$ cat src/rtl/uart_pkg.sv
// Shared UART receive definitions: FSM states, rate table and divisor helper.
// UART_RX_PARITY_EN adds the parity state for 8E1 framing.
package uart_pkg;

    localparam int unsigned SAMPLING_FACTOR = 16;

    localparam int unsigned BAUD_9600   = 9600;
    localparam int unsigned BAUD_19200  = 19200;
    localparam int unsigned BAUD_57600  = 57600;
    localparam int unsigned BAUD_115200 = 115200;

    typedef enum logic [2:0] {
        StIdle,
        StStart,
        StData,
`ifdef UART_RX_PARITY_EN
        StParity,
`endif
        StStop,
        StBreak
    } rx_state_e;

    // Rounded clock cycles per oversample tick.
    function automatic int unsigned baud_divisor(input int unsigned clk_freq,
                                                 input int unsigned baud,
                                                 input int unsigned scale);
        return (clk_freq + (baud * scale) / 2) / (baud * scale);
    endfunction

endpackage

$ cat src/rtl/uart_rx_tick_gen.sv
// Oversample tick divider. The rate is chosen by baud_sel, latched only while the
// receiver idles; restart realigns the tick phase to a detected start edge.
module uart_rx_tick_gen
    import uart_pkg::*;
#(
    parameter int unsigned CLK_FREQ = 50_000_000,
    parameter int unsigned SCALE    = SAMPLING_FACTOR
) (
    input  logic       src_clk,
    input  logic       rst_n,
    input  logic       latch,
    input  logic       restart,
    input  logic [1:0] baud_sel,
    output logic       tick
);

    localparam int unsigned DIV_MAX = baud_divisor(CLK_FREQ, BAUD_9600, SCALE);
    localparam int unsigned CNT_W   = $clog2(DIV_MAX + 1);

    localparam logic [CNT_W-1:0] DIV_M1_9600   =
        CNT_W'(baud_divisor(CLK_FREQ, BAUD_9600, SCALE) - 1);
    localparam logic [CNT_W-1:0] DIV_M1_19200  =
        CNT_W'(baud_divisor(CLK_FREQ, BAUD_19200, SCALE) - 1);
    localparam logic [CNT_W-1:0] DIV_M1_57600  =
        CNT_W'(baud_divisor(CLK_FREQ, BAUD_57600, SCALE) - 1);
    localparam logic [CNT_W-1:0] DIV_M1_115200 =
        CNT_W'(baud_divisor(CLK_FREQ, BAUD_115200, SCALE) - 1);

    logic [1:0]       baud_q;
    logic [CNT_W-1:0] cnt_q, cnt_d, div_m1;

    always_comb begin
        case (baud_q)
            2'b00:   div_m1 = DIV_M1_9600;
            2'b01:   div_m1 = DIV_M1_19200;
            2'b10:   div_m1 = DIV_M1_57600;
            default: div_m1 = DIV_M1_115200;
        endcase
    end

    // >= lets the counter recover if a slower-to-faster switch leaves it past the limit.
    always_comb begin
        cnt_d = cnt_q + CNT_W'(1);
        if (restart || cnt_q >= div_m1) begin
            cnt_d = '0;
        end
    end

    assign tick = (cnt_q == div_m1);

    always_ff @(posedge src_clk or negedge rst_n) begin
        if (!rst_n) begin
            baud_q <= 2'b00;
            cnt_q  <= '0;
        end else begin
            if (latch) begin
                baud_q <= baud_sel;
            end
            cnt_q <= cnt_d;
        end
    end

endmodule

$ cat src/rtl/uart_rx_oversample.sv
// UART receiver on the system clock: oversampled, 3-sample majority vote per bit,
// one-cycle valid/error pulses. Define UART_RX_PARITY_EN for 8E1; default is 8N1.
module uart_rx_oversample
    import uart_pkg::*;
#(
    parameter int unsigned CLK_FREQ = 50_000_000,
    parameter int unsigned SCALE    = SAMPLING_FACTOR
) (
    input  logic       src_clk,
    input  logic       rst_n,
    input  logic       ena,
    input  logic [1:0] baud_sel,
    input  logic       rx_in,
    output logic [7:0] data_out,
    output logic       data_valid,
    output logic       frame_err,
    output logic       parity_err,
    output logic       bussy
);

    localparam int unsigned    TCW       = $clog2(SCALE);
    localparam logic [TCW-1:0] TICK_LAST = TCW'(SCALE - 1);
    localparam logic [TCW-1:0] SMP_FIRST = TCW'(SCALE / 2 - 1);
    localparam logic [TCW-1:0] SMP_MID   = TCW'(SCALE / 2);
    localparam logic [TCW-1:0] SMP_LAST  = TCW'(SCALE / 2 + 1);

    logic           rx_meta_q, rx_sync_q, rx_prev_q;
    rx_state_e      state_q, state_d;
    logic [TCW-1:0] tick_cnt_q, tick_cnt_d;
    logic [2:0]     bit_cnt_q, bit_cnt_d;
    logic [7:0]     shift_q, shift_d;
    logic [1:0]     smp_q, smp_d;
    logic [7:0]     data_q, data_d;
    logic           valid_q, valid_d, ferr_q, ferr_d;
    logic           idle, tick, start_det, last_smp, vote;
`ifdef UART_RX_PARITY_EN
    logic           par_q, par_d, perr_q, perr_d;
`endif

    assign idle      = (state_q == StIdle);
    assign start_det = idle && ena && rx_prev_q && !rx_sync_q;
    assign last_smp  = tick && (tick_cnt_q == SMP_LAST);
    assign vote      = (smp_q[0] & smp_q[1]) | (smp_q[0] & rx_sync_q) | (smp_q[1] & rx_sync_q);

    uart_rx_tick_gen #(
        .CLK_FREQ (CLK_FREQ),
        .SCALE    (SCALE)
    ) u_tick_gen (
        .src_clk  (src_clk),
        .rst_n    (rst_n),
        .latch    (idle),
        .restart  (start_det),
        .baud_sel (baud_sel),
        .tick     (tick)
    );

    always_comb begin
        state_d    = state_q;
        tick_cnt_d = tick_cnt_q;
        bit_cnt_d  = bit_cnt_q;
        shift_d    = shift_q;
        smp_d      = smp_q;
        data_d     = data_q;
        valid_d    = 1'b0;
        ferr_d     = 1'b0;
`ifdef UART_RX_PARITY_EN
        par_d      = par_q;
        perr_d     = 1'b0;
`endif

        if (!idle && tick) begin
            tick_cnt_d = (tick_cnt_q == TICK_LAST) ? '0 : tick_cnt_q + TCW'(1);
            if (tick_cnt_q == SMP_FIRST) smp_d[0] = rx_sync_q;
            if (tick_cnt_q == SMP_MID)   smp_d[1] = rx_sync_q;
        end

        unique case (state_q)
            StIdle: begin
                if (start_det) begin
                    state_d    = StStart;
                    tick_cnt_d = '0;
                    bit_cnt_d  = '0;
                end
            end
            StStart: begin
                if (last_smp) state_d = vote ? StIdle : StData;
            end
            StData: begin
                if (last_smp) begin
                    shift_d   = {vote, shift_q[7:1]};
                    bit_cnt_d = bit_cnt_q + 3'd1;
                    if (bit_cnt_q == 3'd7) begin
`ifdef UART_RX_PARITY_EN
                        state_d = StParity;
`else
                        state_d = StStop;
`endif
                    end
                end
            end
`ifdef UART_RX_PARITY_EN
            StParity: begin
                if (last_smp) begin
                    par_d   = vote;
                    state_d = StStop;
                end
            end
`endif
            StStop: begin
                if (last_smp) begin
                    if (vote) begin
                        data_d  = shift_q;
                        valid_d = 1'b1;
`ifdef UART_RX_PARITY_EN
                        perr_d  = par_q ^ (^shift_q);
`endif
                        state_d = StIdle;
                    end else begin
                        ferr_d  = 1'b1;
                        state_d = StBreak;
                    end
                end
            end
            StBreak: begin
                if (rx_sync_q) state_d = StIdle;
            end
            default: state_d = StIdle;
        endcase

        if (!ena) begin
            state_d   = StIdle;
            shift_d   = '0;
            bit_cnt_d = '0;
            data_d    = data_q;
            valid_d   = 1'b0;
            ferr_d    = 1'b0;
`ifdef UART_RX_PARITY_EN
            perr_d    = 1'b0;
`endif
        end
    end

    always_ff @(posedge src_clk or negedge rst_n) begin
        if (!rst_n) begin
            rx_meta_q  <= 1'b1;
            rx_sync_q  <= 1'b1;
            rx_prev_q  <= 1'b1;
            state_q    <= StIdle;
            tick_cnt_q <= '0;
            bit_cnt_q  <= '0;
            shift_q    <= '0;
            smp_q      <= '0;
            data_q     <= '0;
            valid_q    <= 1'b0;
            ferr_q     <= 1'b0;
`ifdef UART_RX_PARITY_EN
            par_q      <= 1'b0;
            perr_q     <= 1'b0;
`endif
        end else begin
            rx_meta_q  <= rx_in;
            rx_sync_q  <= rx_meta_q;
            rx_prev_q  <= rx_sync_q;
            state_q    <= state_d;
            tick_cnt_q <= tick_cnt_d;
            bit_cnt_q  <= bit_cnt_d;
            shift_q    <= shift_d;
            smp_q      <= smp_d;
            data_q     <= data_d;
            valid_q    <= valid_d;
            ferr_q     <= ferr_d;
`ifdef UART_RX_PARITY_EN
            par_q      <= par_d;
            perr_q     <= perr_d;
`endif
        end
    end

    assign data_out   = data_q;
    assign data_valid = valid_q;
    assign frame_err  = ferr_q;
    assign bussy      = !idle;
`ifdef UART_RX_PARITY_EN
    assign parity_err = perr_q;
`else
    assign parity_err = 1'b0;
`endif

endmodule

$ cat config.mk
export PLATFORM = sky130hd
export DESIGN_NAME = uart_rx_oversample
export DESIGN_NICKNAME = d
export VERILOG_FILES = /design/src/rtl/uart_pkg.sv /design/src/rtl/uart_rx_tick_gen.sv /design/src/rtl/uart_rx_oversample.sv
export SDC_FILE = /design/constraint.sdc
export NUM_CORES = 1
export LEC_CHECK = 0
export ABC_AREA = 1
export CELL_PAD_IN_SITES_DETAIL_PLACEMENT = 1
export CELL_PAD_IN_SITES_GLOBAL_PLACEMENT = 1
export CORE_MARGIN = 10
export CORE_UTILIZATION = 48
export DETAILED_ROUTE_END_ITERATION = 8
export DONT_BUFFER_PORTS = 1
export PLACE_DENSITY_LB_ADDON = 0.05
export SYNTH_ARGS = -nofsm -noshare
export SYNTH_HDL_FRONTEND = slang
export SYNTH_SLANG_ARGS = --single-unit
$ cat constraint.sdc
create_clock -name src_clk -period 2.75 [get_ports src_clk]
set_input_delay 0.275 -clock src_clk [delete_from_list [all_inputs] [get_ports src_clk]]
set_output_delay 0.275 -clock src_clk [all_outputs]
set_load 0.01 [all_outputs]
Word level (Yosys, flattened, before mapping)
Index checks and enable logic that the tools add are counted.
{"block": "op_classes", "order_cmp": 1, "n_mux": 31, "n_eq_ne": 21, "add_sub_neg": 3, "bitwise": 5, "reduce_logical": 16}
{"op": "3-bit two-way mux", "n": 11}
{"op": "9-bit case mux with 3 select lines", "n": 1}
{"op": "8-bit two-way mux", "n": 3}
{"op": "4-bit two-way mux", "n": 4}
{"op": "3-bit != test, second input constant", "n": 5}
{"op": "3-bit case mux with 5 select lines", "n": 1}
{"op": "4-bit == test, second input constant", "n": 3}
{"op": "9-bit by 1-bit adder with 9-bit output, second input constant", "n": 1}
{"op": "9-bit == test", "n": 1}
{"op": "9-bit greater-or-equal comparator", "n": 1}
{"op": "9-bit two-way mux", "n": 1}
{"op": "1-bit two-way mux", "n": 8}
{"op": "3-bit by 2-bit == test with 1-bit output, second input constant", "n": 2}
{"op": "3-bit == test, second input constant", "n": 2}
{"op": "3-bit case mux with 2 select lines", "n": 1}
{"op": "2-bit AND reduction", "n": 3}
{"op": "6-bit AND reduction", "n": 1}
{"op": "1-bit logical AND", "n": 5}
{"op": "4-bit by 1-bit adder with 4-bit output, second input constant", "n": 1}
{"op": "4-bit by 3-bit == test with 1-bit output, second input constant", "n": 1}
{"op": "2-bit by 1-bit != test with 1-bit output, second input constant", "n": 2}
{"op": "4-bit AND reduction", "n": 1}
{"op": "3-bit by 1-bit adder with 3-bit output, second input constant", "n": 1}
{"op": "1-bit AND", "n": 3}
{"op": "other kinds (12)", "n": 14}
{"block": "word_totals", "elab_cells": 91, "input_bits": 6, "reg_bits": 44, "out_inout_bits": 12}

Longest topological paths before layout
Gate-level depths: netlist of the first run.
{"block": "logic_depth", "depth_word": 7, "depth_mapped": 13, "depth_no_buf": 13}

Cells and area by module
A second synthesis of the first run with hierarchy kept.
{"block": "unflattened", "cells_unflattened": 308, "area_unflattened_um2": 2467.4}
{"mod": "uart_rx_oversample", "area_each_um2": 1630.3, "instances": 1, "cells_each": 196}
{"mod": "uart_rx_tick_gen", "area_each_um2": 837.1, "instances": 1, "cells_each": 112}

Least setup slack after synthesis of the first run
Ideal clock, no wire load.
{"block": "synth_timing", "path_type": "register -> register", "start": "reg u_tick_gen.baud_q[0]", "end": "reg data_q[6] (netlist: data_out[6])", "synth_period_minus_slack_ps": 1952, "arrival_time_ps": 1834, "stages_incl_launch_ff": 14, "n_path_buf": 1, "setup_slack_ps": 798, "setup_ps": 118, "path_cell_list": "dfrtp_1 -> inv_1 -> ha_1 -> nor2_1 -> inv_1 -> ha_1 -> inv_1 -> nor2_4 -> nand3_4 -> nor2_8 -> nand2_4 -> buf_6 -> nand2_2 -> o21ai_2"}
{"block": "synth_via", "elab_chain_len": 5, "word_cells_on_any_way": 7, "cone_classes": "eq/ne: 3; mux: 1; reduce/logical: 3"}
{"element": "from (decl)", "line": "uart_rx_tick_gen.sv:29", "rtl": "logic [1:0] baud_q;"}
{"element": "from (signal assigned)", "line": "uart_rx_tick_gen.sv:57", "rtl": "baud_q <= baud_sel;"}
{"element": "2-bit == test, or another cell as far along", "line": "uart_rx_tick_gen.sv:33", "rtl": "case (baud_q)"}
{"element": "9-bit case mux with 3 select lines *", "line": "uart_rx_tick_gen.sv:33"}
{"element": "9-bit == test *", "line": "uart_rx_tick_gen.sv:49", "rtl": "assign tick = (cnt_q == div_m1);"}
{"element": "1-bit logical AND *", "line": "uart_rx_oversample.sv:42", "rtl": "assign last_smp = tick && (tick_cnt_q == SMP_LAST);"}
{"element": "4-bit AND reduction (no source line) *"}
{"element": "to (signal assigned)", "line": "uart_rx_oversample.sv:169", "rtl": "data_q <= data_d;"}
{"element": "to (decl)", "line": "uart_rx_oversample.sv:33", "rtl": "logic [7:0] data_q, data_d;"}
Mark *: on every way between the ends. The rest lies on a longest branch, timed or not.
A chain may end at the register's enable or synchronous reset.

Worst setup path after layout of the first run
{"block": "layout_timing", "start": "reg u_tick_gen.baud_q[0]", "end": "reg data_q[7] (netlist: data_out[7])"}
The elaborated chain is that of the path after synthesis.

==> run summary, run 1 <==
The core area came out at 5170 µm². The die footprint is 8720 µm². After synthesis, the netlist uses 35 different library cells. The leakage power summed over all cells came out at 1.36 nW. The initial core utilization came out at 50.0%.

The number of failing setup endpoints in the final timing report is 0. The largest area contributor in the netlist is sky130_fd_sc_hd__dfrtp_1. After synthesis, the mean cell area works out to 8.65 µm².

The final max-slew violation count came to 0. In this run the most used layer during global routing was met2. The clock-pin slew of the registers on the worst-case setup and hold paths is 90 ps. The maximum number of pins on one net before global-route repair is 45.

In this run the power density over the cells is 866 nW/µm². The detail route stage leaves a number of antenna-violating nets equal to 0. The final hold violation count came to 0. The flow ran to the end, and the final reports show no timing, DRC or antenna violations. Setup repair after global routing left no endpoint under its margin. Synthesis produced a netlist with a net count of 324. The share of final-layout standard cells stronger than drive strength 1 is 18.6%. The detailed placer's ending HPWL came out at 4240 µm. After detailed routing, the average wire length per cell comes to 14.8 µm. Yosys attributes the largest share of cell area to sky130_fd_sc_hd__dfrtp_1, sky130_fd_sc_hd__ha_1, sky130_fd_sc_hd__nand2_1, sky130_fd_sc_hd__inv_1, sky130_fd_sc_hd__nand3_1. In the routed design, unresolved DRC markers number 0. The max capacitance violation total came out at 0. The met1 layer usage reported by global route is 17.0%. After routing, the total negative slack on setup checks comes to 0 ps. The clock latency of the later-clocked register in the worst-skew pair came out at 300 ps. The clock buffer count from CTS is 5. The via count of the first global-routing pass came out at 2029.

The number of violations reported at the end of detailed-routing iteration 0 is 50. The number of I/O pins is 18. In the global route stage, met3 resource usage came out at 3.92%. After synthesis, the largest area contributor takes up 39.7% of total cell area.

The clock net in this run drives a total of 44 sinks. The data required time at the worst endpoint came out at 2940 ps. The post-synthesis register bit count came out at 44. The number of I/O port buffers came out at 0. The overall fraction of global-route tracks in use came out at 13.9%. The top flip-flop cell by instance count after synthesis is sky130_fd_sc_hd__dfrtp_1.

The congestion estimate from routability-driven global placement came to 0.822. The vias after detailed routing came out at 1928. Cells fill 54.0% of the core in the end. The worst slack at placement is 579 ps. The final-layout fill cell count is 615. The worst hold-check path type is in2reg. The met2 track demand over resource in global routing is 22.9%.

The count of H-tree levels built during CTS is 2. The net count of the finished layout came out at 331. The first-pass GRT wire length is 9870 µm. Yosys printed 0 warnings. The die outline height came out at 93.4 µm.

The via density per instance came out at 5.11. TritonCTS built the clock tree. The first detailed-routing pass ran for 4 iterations. The post-cts repair resize count came out at 0. Counting flops with a built-in enable in the synthesized netlist gives 0. The routed design has 5590 µm of wire. The buffer depth of the longest clock path is 2.

The cell count of the worst hold path came out at 2. The sequential area share after synthesis is 42.7%. The highest attainable clock frequency is 466 MHz. After floorplanning, the core was divided into 26 placement rows.

The arrival time of data at the critical path endpoint came out at 2340 ps. The worst setup path is launched from a flip-flop. The largest clock skew in the final design is 6.07 ps.

The slack of the critical path is 602 ps. The post-synthesis cell count is 299. The die width came out at 93.4 µm. The layout overhead on the synthesized area is 8.03%. The final period demand of the worst path came out at 2150 ps. The setup path with the least slack is of type reg2reg. The synthesized area came out at 2580 µm².

The flop-to-flop setup slack came out at 600 ps. Hold timing on the final database bottoms out at a slack of 96.1 ps. The maximum fanout along the worst path came out at 16.

The repair_antennas step left the layout with diodes totalling 0. Clock tree synthesis selected as its root buffer the cell sky130_fd_sc_hd__clkbuf_8. The total power of the final layout came out at 2.42 mW.

The final period utilization is 78.1%. Summed over all layers, the global routing overflow is 0. The worst IR drop on VDD came out at 0.418 mV. The number of antenna violations at the first check in global routing came out at 0. The worst setup path is captured at a flip-flop. The async set-or-reset flop fraction in the synthesized netlist came out at 100%. For the worst flop-to-flop path, the logic depth is 12.
[routing by layer]
layer  part of all wire, %  wire [µm]
met3                   4.0        224
met4                   1.2         69
met1                    45       2520
met2                    50       2770
met5                     0          0
[where the power goes]
group | switching (mW) | total [mW] | internal, mW
clock network | 0.236 | 0.416 | 0.180
registers | 0.122 | 0.865 | 0.744
logic | 0.746 | 1.14 | 0.390
total | 1.10 | 2.42 | 1.31
[what timing repair did]
| action | in CTS | in global routing |
|---|---|---|
| setup buffers | 0 | 0 |
| setup endpoints to repair | 0 | 0 |
| endpoints found under the hold margin | 45 | 0 |
| hold buffers | 3 | 0 |
[layout make-up]
type / instances / area [µm²] / share of cell area [%]
inverters: 45 / 169 / 6.05
multi-input cells: 206 / 1280 / 46.0
clock buffers: 5 / 68.8 / 2.46
repair buffers: 4 / 55.1 / 1.97
well taps: 70 / 87.6 / 3.14
clock inverters: 3 / 23.8 / 0.851
flip-flops and latches: 44 / 1100 / 39.6
[path summary, 6_finish.rpt]
| check | start | endpoint |
|---|---|---|
| max | u_tick_gen.baud_q[0] | data_out[7] |
| min | baud_sel[0] | u_tick_gen.baud_q[0] |
| max reg2reg | u_tick_gen.baud_q[0] | data_out[7] |
| min reg2reg | rx_meta_q | rx_sync_q |
| max in group asynchronous | rst_n | rx_meta_q |
| min in group asynchronous | rst_n | data_out[4] |
[kinds of logic (layout without fill, tap and decap cells)]
logic type	after synthesis	after routing	share of synthesized area, %
AND/OR/NAND/NOR	147	147	30.4
buffers and inverters	49	57	7.60
flip-flops	44	44	42.7
AO/OA/AOI/OAI	33	33	7.84
adder cells (fa/ha/maj)	19	19	9.20
XOR/XNOR	6	6	2.03
other	1	1	0.145
[cells in the final DEF (no fill, tap or decap), drive strengths merged]
cell type,count
a211oi,1
a21o,1
a21oi,6
buf,2
clkbuf,5
clkinv,2
clkinvlp,2
conb,1
dfrtp,41
dfstp,3
dlygate4sd3,2
ha,19
inv,44
nand2,68
nand3,28
nand3b,3
nand4,5
nor2,28
nor3,15
o21ai,23
o22ai,2
xnor2,2
xor2,4
[critical path, stage by stage, from the launching register on]
cell	delay, ps
sky130_fd_sc_hd__dfrtp_1	390
sky130_fd_sc_hd__inv_1	90
sky130_fd_sc_hd__ha_1	210
sky130_fd_sc_hd__nor2_1	170
sky130_fd_sc_hd__inv_1	60
sky130_fd_sc_hd__ha_1	300
sky130_fd_sc_hd__inv_1	70
sky130_fd_sc_hd__nor2_4	170
sky130_fd_sc_hd__nand3_4	110
sky130_fd_sc_hd__nor2_8	130
sky130_fd_sc_hd__nand2_4	150
sky130_fd_sc_hd__nand2_1	130
sky130_fd_sc_hd__o21ai_2	60
[stage by stage]
step,cells,cell area [µm²]
final,377,2790
after global routing,377,2790
after CTS,377,2790
after detailed placement,366,2650
after global placement,366,2650
after floorplan,299,2580
[Yosys cell counts, types with 6 or more instances]
| cell type | n |
|---|---|
| sky130_fd_sc_hd__nand2_1 | 56 |
| sky130_fd_sc_hd__dfrtp_1 | 41 |
| sky130_fd_sc_hd__inv_1 | 37 |
| sky130_fd_sc_hd__nand3_1 | 24 |
| sky130_fd_sc_hd__ha_1 | 19 |
| sky130_fd_sc_hd__nor2_1 | 17 |
| sky130_fd_sc_hd__nor3_1 | 15 |
| sky130_fd_sc_hd__nand2_2 | 11 |
| sky130_fd_sc_hd__o21ai_0 | 8 |
| sky130_fd_sc_hd__o21ai_2 | 8 |
| sky130_fd_sc_hd__inv_2 | 7 |
| sky130_fd_sc_hd__o21ai_1 | 7 |
| sky130_fd_sc_hd__a21oi_1 | 6 |
[registers in the layout (all words and copies together), names as in the netlist, 2 cells and up]
| signal | cells |
|---|---|
| bit_cnt_q | 3 |
| data_out | 8 |
| shift_q | 8 |
| smp_q | 2 |
| state_q | 3 |
| tick_cnt_q | 4 |
| u_tick_gen.baud_q | 2 |
| u_tick_gen.cnt_q | 9 |
No activity file was read; power rests on OpenSTA's default activity.
==> run 2, diff against run 1 <==
==> constraint.sdc (replaced) <==
create_clock -name src_clk -period 2 [get_ports src_clk]
set_input_delay 0.2 -clock src_clk [delete_from_list [all_inputs] [get_ports src_clk]]
set_output_delay 0.2 -clock src_clk [all_outputs]
set_load 0.01 [all_outputs]
==> run 2 against run 1 <==
  * The flow now finishes with violations (setup timing)
  * Sequential power up 42%
  * Cell count increased by 4.5%
  * Fmax fell by 0.39%
  * Total power is 110% higher
  * Sequential cell count unchanged
  * Setup slack got worse by 760 ps
  * Via count is 16% higher
  * Critical path type unchanged
  * Critical endpoint is now u_tick_gen.cnt_q[0]
  * Largest cell class unchanged
==> run summary, run 2 (synthesis results as in run 1) <==
The flow ran to the end, but the final reports show violations. The final reports fail on setup timing. The cell count of the worst hold path came out at 2 (unchanged). The final hold violation count came out at 0 (unchanged). For hold timing, the worst endpoint is u_tick_gen.baud_q[1].

The final period utilization is 108% (+30 points). The startpoint of the lowest-slack hold path is baud_sel[1]. The worst register-to-register path ends at u_tick_gen.cnt_q[0]. The final period demand of the worst path came out at 2160 ps (+8.44 ps).

The detailed placer's ending HPWL is 4350 µm (+2.7%). The final non-filler cell area came out at 3420 µm² (+22%). The post-route antenna net violation count is 0 (unchanged). The final antenna diode count is 0 (unchanged). The length of routed wiring on met1 came to 3530 µm (+40%). The clock latency of the later-clocked register in the worst-skew pair was 330 ps (+30 ps). The worst slack at placement is -117 ps (-696 ps). The number of I/O pins came to 18 (unchanged). The layout overhead on the synthesized area came out at 32.1%. The data required time at the worst endpoint came out at 2210 ps (-730 ps). The number of antenna violations at the first check in global routing is 0 (unchanged). The die footprint came out at 8720 µm² (unchanged). The library cell used most frequently in the layout, excluding fill and tap cells, is sky130_fd_sc_hd__nand2_1. The clock-pin slew of the registers on the worst-case setup and hold paths came to 100 ps (about the same). The highest attainable clock frequency came to 464 MHz (-0.39%). The leakage power summed over all cells came out at 1.51 nW (+12%). The clock tree from TritonCTS is done. The root buffer cell is sky130_fd_sc_hd__clkbuf_8. The die width came out at 93.4 µm (unchanged).

The count of H-tree levels built during CTS is 2 (unchanged). The worst reg-to-reg path cell count came out at 10 (-2). The die outline height was 93.4 µm (unchanged). STA classifies the critical path endpoint as a flip-flop.

The final max-slew violation count came out at 0 (unchanged). The placement-stage cell area was 2690 µm² (+1.4%). The largest clock skew in the final design is 12.8 ps (+6.69 ps).

The maximum number of pins on one net before global-route repair came out at 45 (unchanged). The max capacitance violation total came out at 0 (unchanged). The clock buffer count from CTS is 5 (unchanged). The worst setup path is of the reg2reg kind. The ratio of total power to cell area is 1480 nW/µm² (+70%). The top routing layer in use is met4.

In the layout the commonest cells are sky130_fd_sc_hd__nand2_1, sky130_fd_sc_hd__dfrtp_1, sky130_fd_sc_hd__inv_1. The core area is 5170 µm² (unchanged). Setup repair after global routing could not meet its margin everywhere. The first-pass GRT wire length came out at 11700 µm (+18%). The wire length on met3 came to 347 µm (+55%). The via count of the first global-routing pass came out at 2300 (+13%). The flip-flop count of the largest register, all copies and words added came out at 9 (unchanged). The arrival time of data at the critical path endpoint is 2370 ps (+30 ps). The worst-case hold slack is 0.404 ps (-95.7 ps). The buffer depth of the longest clock path is 2 (unchanged).

The residual overflow from global routing came to 0 (unchanged). The worst IR drop on VDD is 0.835 mV (+99%). The net count of the finished layout came out at 348 (+5.1%). The number of placement rows is 26 (unchanged). The vias after detailed routing came out at 2246 (+16%).

The maximum fanout along the worst path is 4 (-12). The overall fraction of global-route tracks in use is 16.7% (+2.8 points). The share of final-layout standard cells stronger than drive strength 1 came out at 44.1% (+26 points).

The startpoint identified for the worst register-to-register timing path is u_tick_gen.baud_q[1]. The aggregate routed wire length is 8900 µm (+59%). The final core utilization is 66.0% (+12 points). STA classifies the critical path startpoint as a flip-flop.

The worst hold-check path type is in2reg. The flop-to-flop setup slack is -160 ps (-760 ps). The weighted congestion reported at the end of routability-driven placement is 0.824 (+0.30%). The number of failing setup endpoints in the final timing report came to 32 (+32).

The wire length on met2 is 4750 µm (+71%). The number of I/O port buffers was 0 (unchanged). The slack of the critical path is -156 ps (-758 ps). The headroom to the max-slew limit came out at 66.4%.

The detailed-route wire length per cell came out at 22.6 µm (+52%). The number of violations reported at the end of detailed-routing iteration 0 came to 92 (+84%). The total power of the final layout is 5.04 mW (+110%). The residual DRC count came out at 0 (unchanged).

The via density per instance came to 5.70 (+11%). For the pin with the worst max-slew slack, the measured transition is 501 ps. The number of clock sinks is 44 (unchanged). The count of TritonRoute iterations in the first routing pass is 4 (unchanged). The initial core utilization is 50.0% (unchanged). Ranked by flip-flop count, first place goes to u_tick_gen.cnt_q.
==> run 2: cell types whose count changed in the layout (fill, tap and decap cells not counted), moves of 7 or more <==
cell	change
sky130_fd_sc_hd__nor2_1	-10
sky130_fd_sc_hd__nor3_2	+8
sky130_fd_sc_hd__ha_1	-13
sky130_fd_sc_hd__buf_6	+7
sky130_fd_sc_hd__ha_4	+13
sky130_fd_sc_hd__nand2_1	-12
sky130_fd_sc_hd__buf_4	+8
sky130_fd_sc_hd__inv_1	-7
sky130_fd_sc_hd__nand2_2	+7
sky130_fd_sc_hd__nand3_2	+8
sky130_fd_sc_hd__nor3_1	-8
sky130_fd_sc_hd__nand3_1	-10
==> run 2: per-layer routing <==
metal / track usage, % / vias up
met4: 7.58 / 0
met3: 4.08 / 20
met5: 0 / -
li1: - / 1019
met2: 28.6 / 63
met1: 19.1 / 1144
==> run 2: area by class of cell <==
cell class,instances,area (µm²)
clock inverters,3,46.3
fillers,559,1760
repair buffers,19,194
inverters,45,179
flip-flops and latches,44,1110
clock buffers,5,68.8
multi-input cells,208,1730
well taps,70,87.6
==> run 2: critical path, stage by stage, from the launching register on <==
cell                       delay [ps]
sky130_fd_sc_hd__dfrtp_2          470
sky130_fd_sc_hd__inv_4            110
sky130_fd_sc_hd__ha_4             160
sky130_fd_sc_hd__inv_2             60
sky130_fd_sc_hd__ha_4             310
sky130_fd_sc_hd__nand2_4           80
sky130_fd_sc_hd__nor2_2           240
sky130_fd_sc_hd__nand3b_1         230
sky130_fd_sc_hd__buf_4            220
sky130_fd_sc_hd__nand4_4          110
sky130_fd_sc_hd__nor3_2            70
==> run 2: repair_timing <==
action | 4_1_cts | 5_1_grt
hold endpoints to repair | 45 | 0
gates cloned | 0 | 2
hold buffers | 3 | 0
buffers inserted | 6 | 4
endpoints found under the setup margin | 38 | 37
gates resized for setup | 35 | 67
pin swaps | 13 | 19
==> run 2: power by group <==
group | switching [mW] | internal [mW] | total, mW
combinational | 1.79 | 1.27 | 3.06
sequential | 0.208 | 1.02 | 1.23
clock | 0.376 | 0.377 | 0.753
==> run 2: how the worst max path moves through the flow <==
| stage | slack, ps | startpoint | endpoint | cells after the start |
|---|---|---|---|---|
| floorplan | 50 | u_tick_gen.baud_q[0] | data_out[6] | 13 |
| finish | -160 | u_tick_gen.baud_q[1] | u_tick_gen.cnt_q[0] | 10 |
| global placement | -30 | u_tick_gen.baud_q[0] | data_out[0] | 12 |
| CTS | 6 | u_tick_gen.baud_q[1] | shift_q[3] | 10 |
| global route | -220 | u_tick_gen.baud_q[1] | shift_q[0] | 11 |
| detailed placement | -120 | u_tick_gen.baud_q[0] | data_out[2] | 12 |
==> run 2: stage by stage <==
stage               TNS, ps  instances
global route          -4530        394
global placement       -222        371
finish                -2560        394
CTS                       0        388
detailed placement    -2190        371
floorplan                 0        299
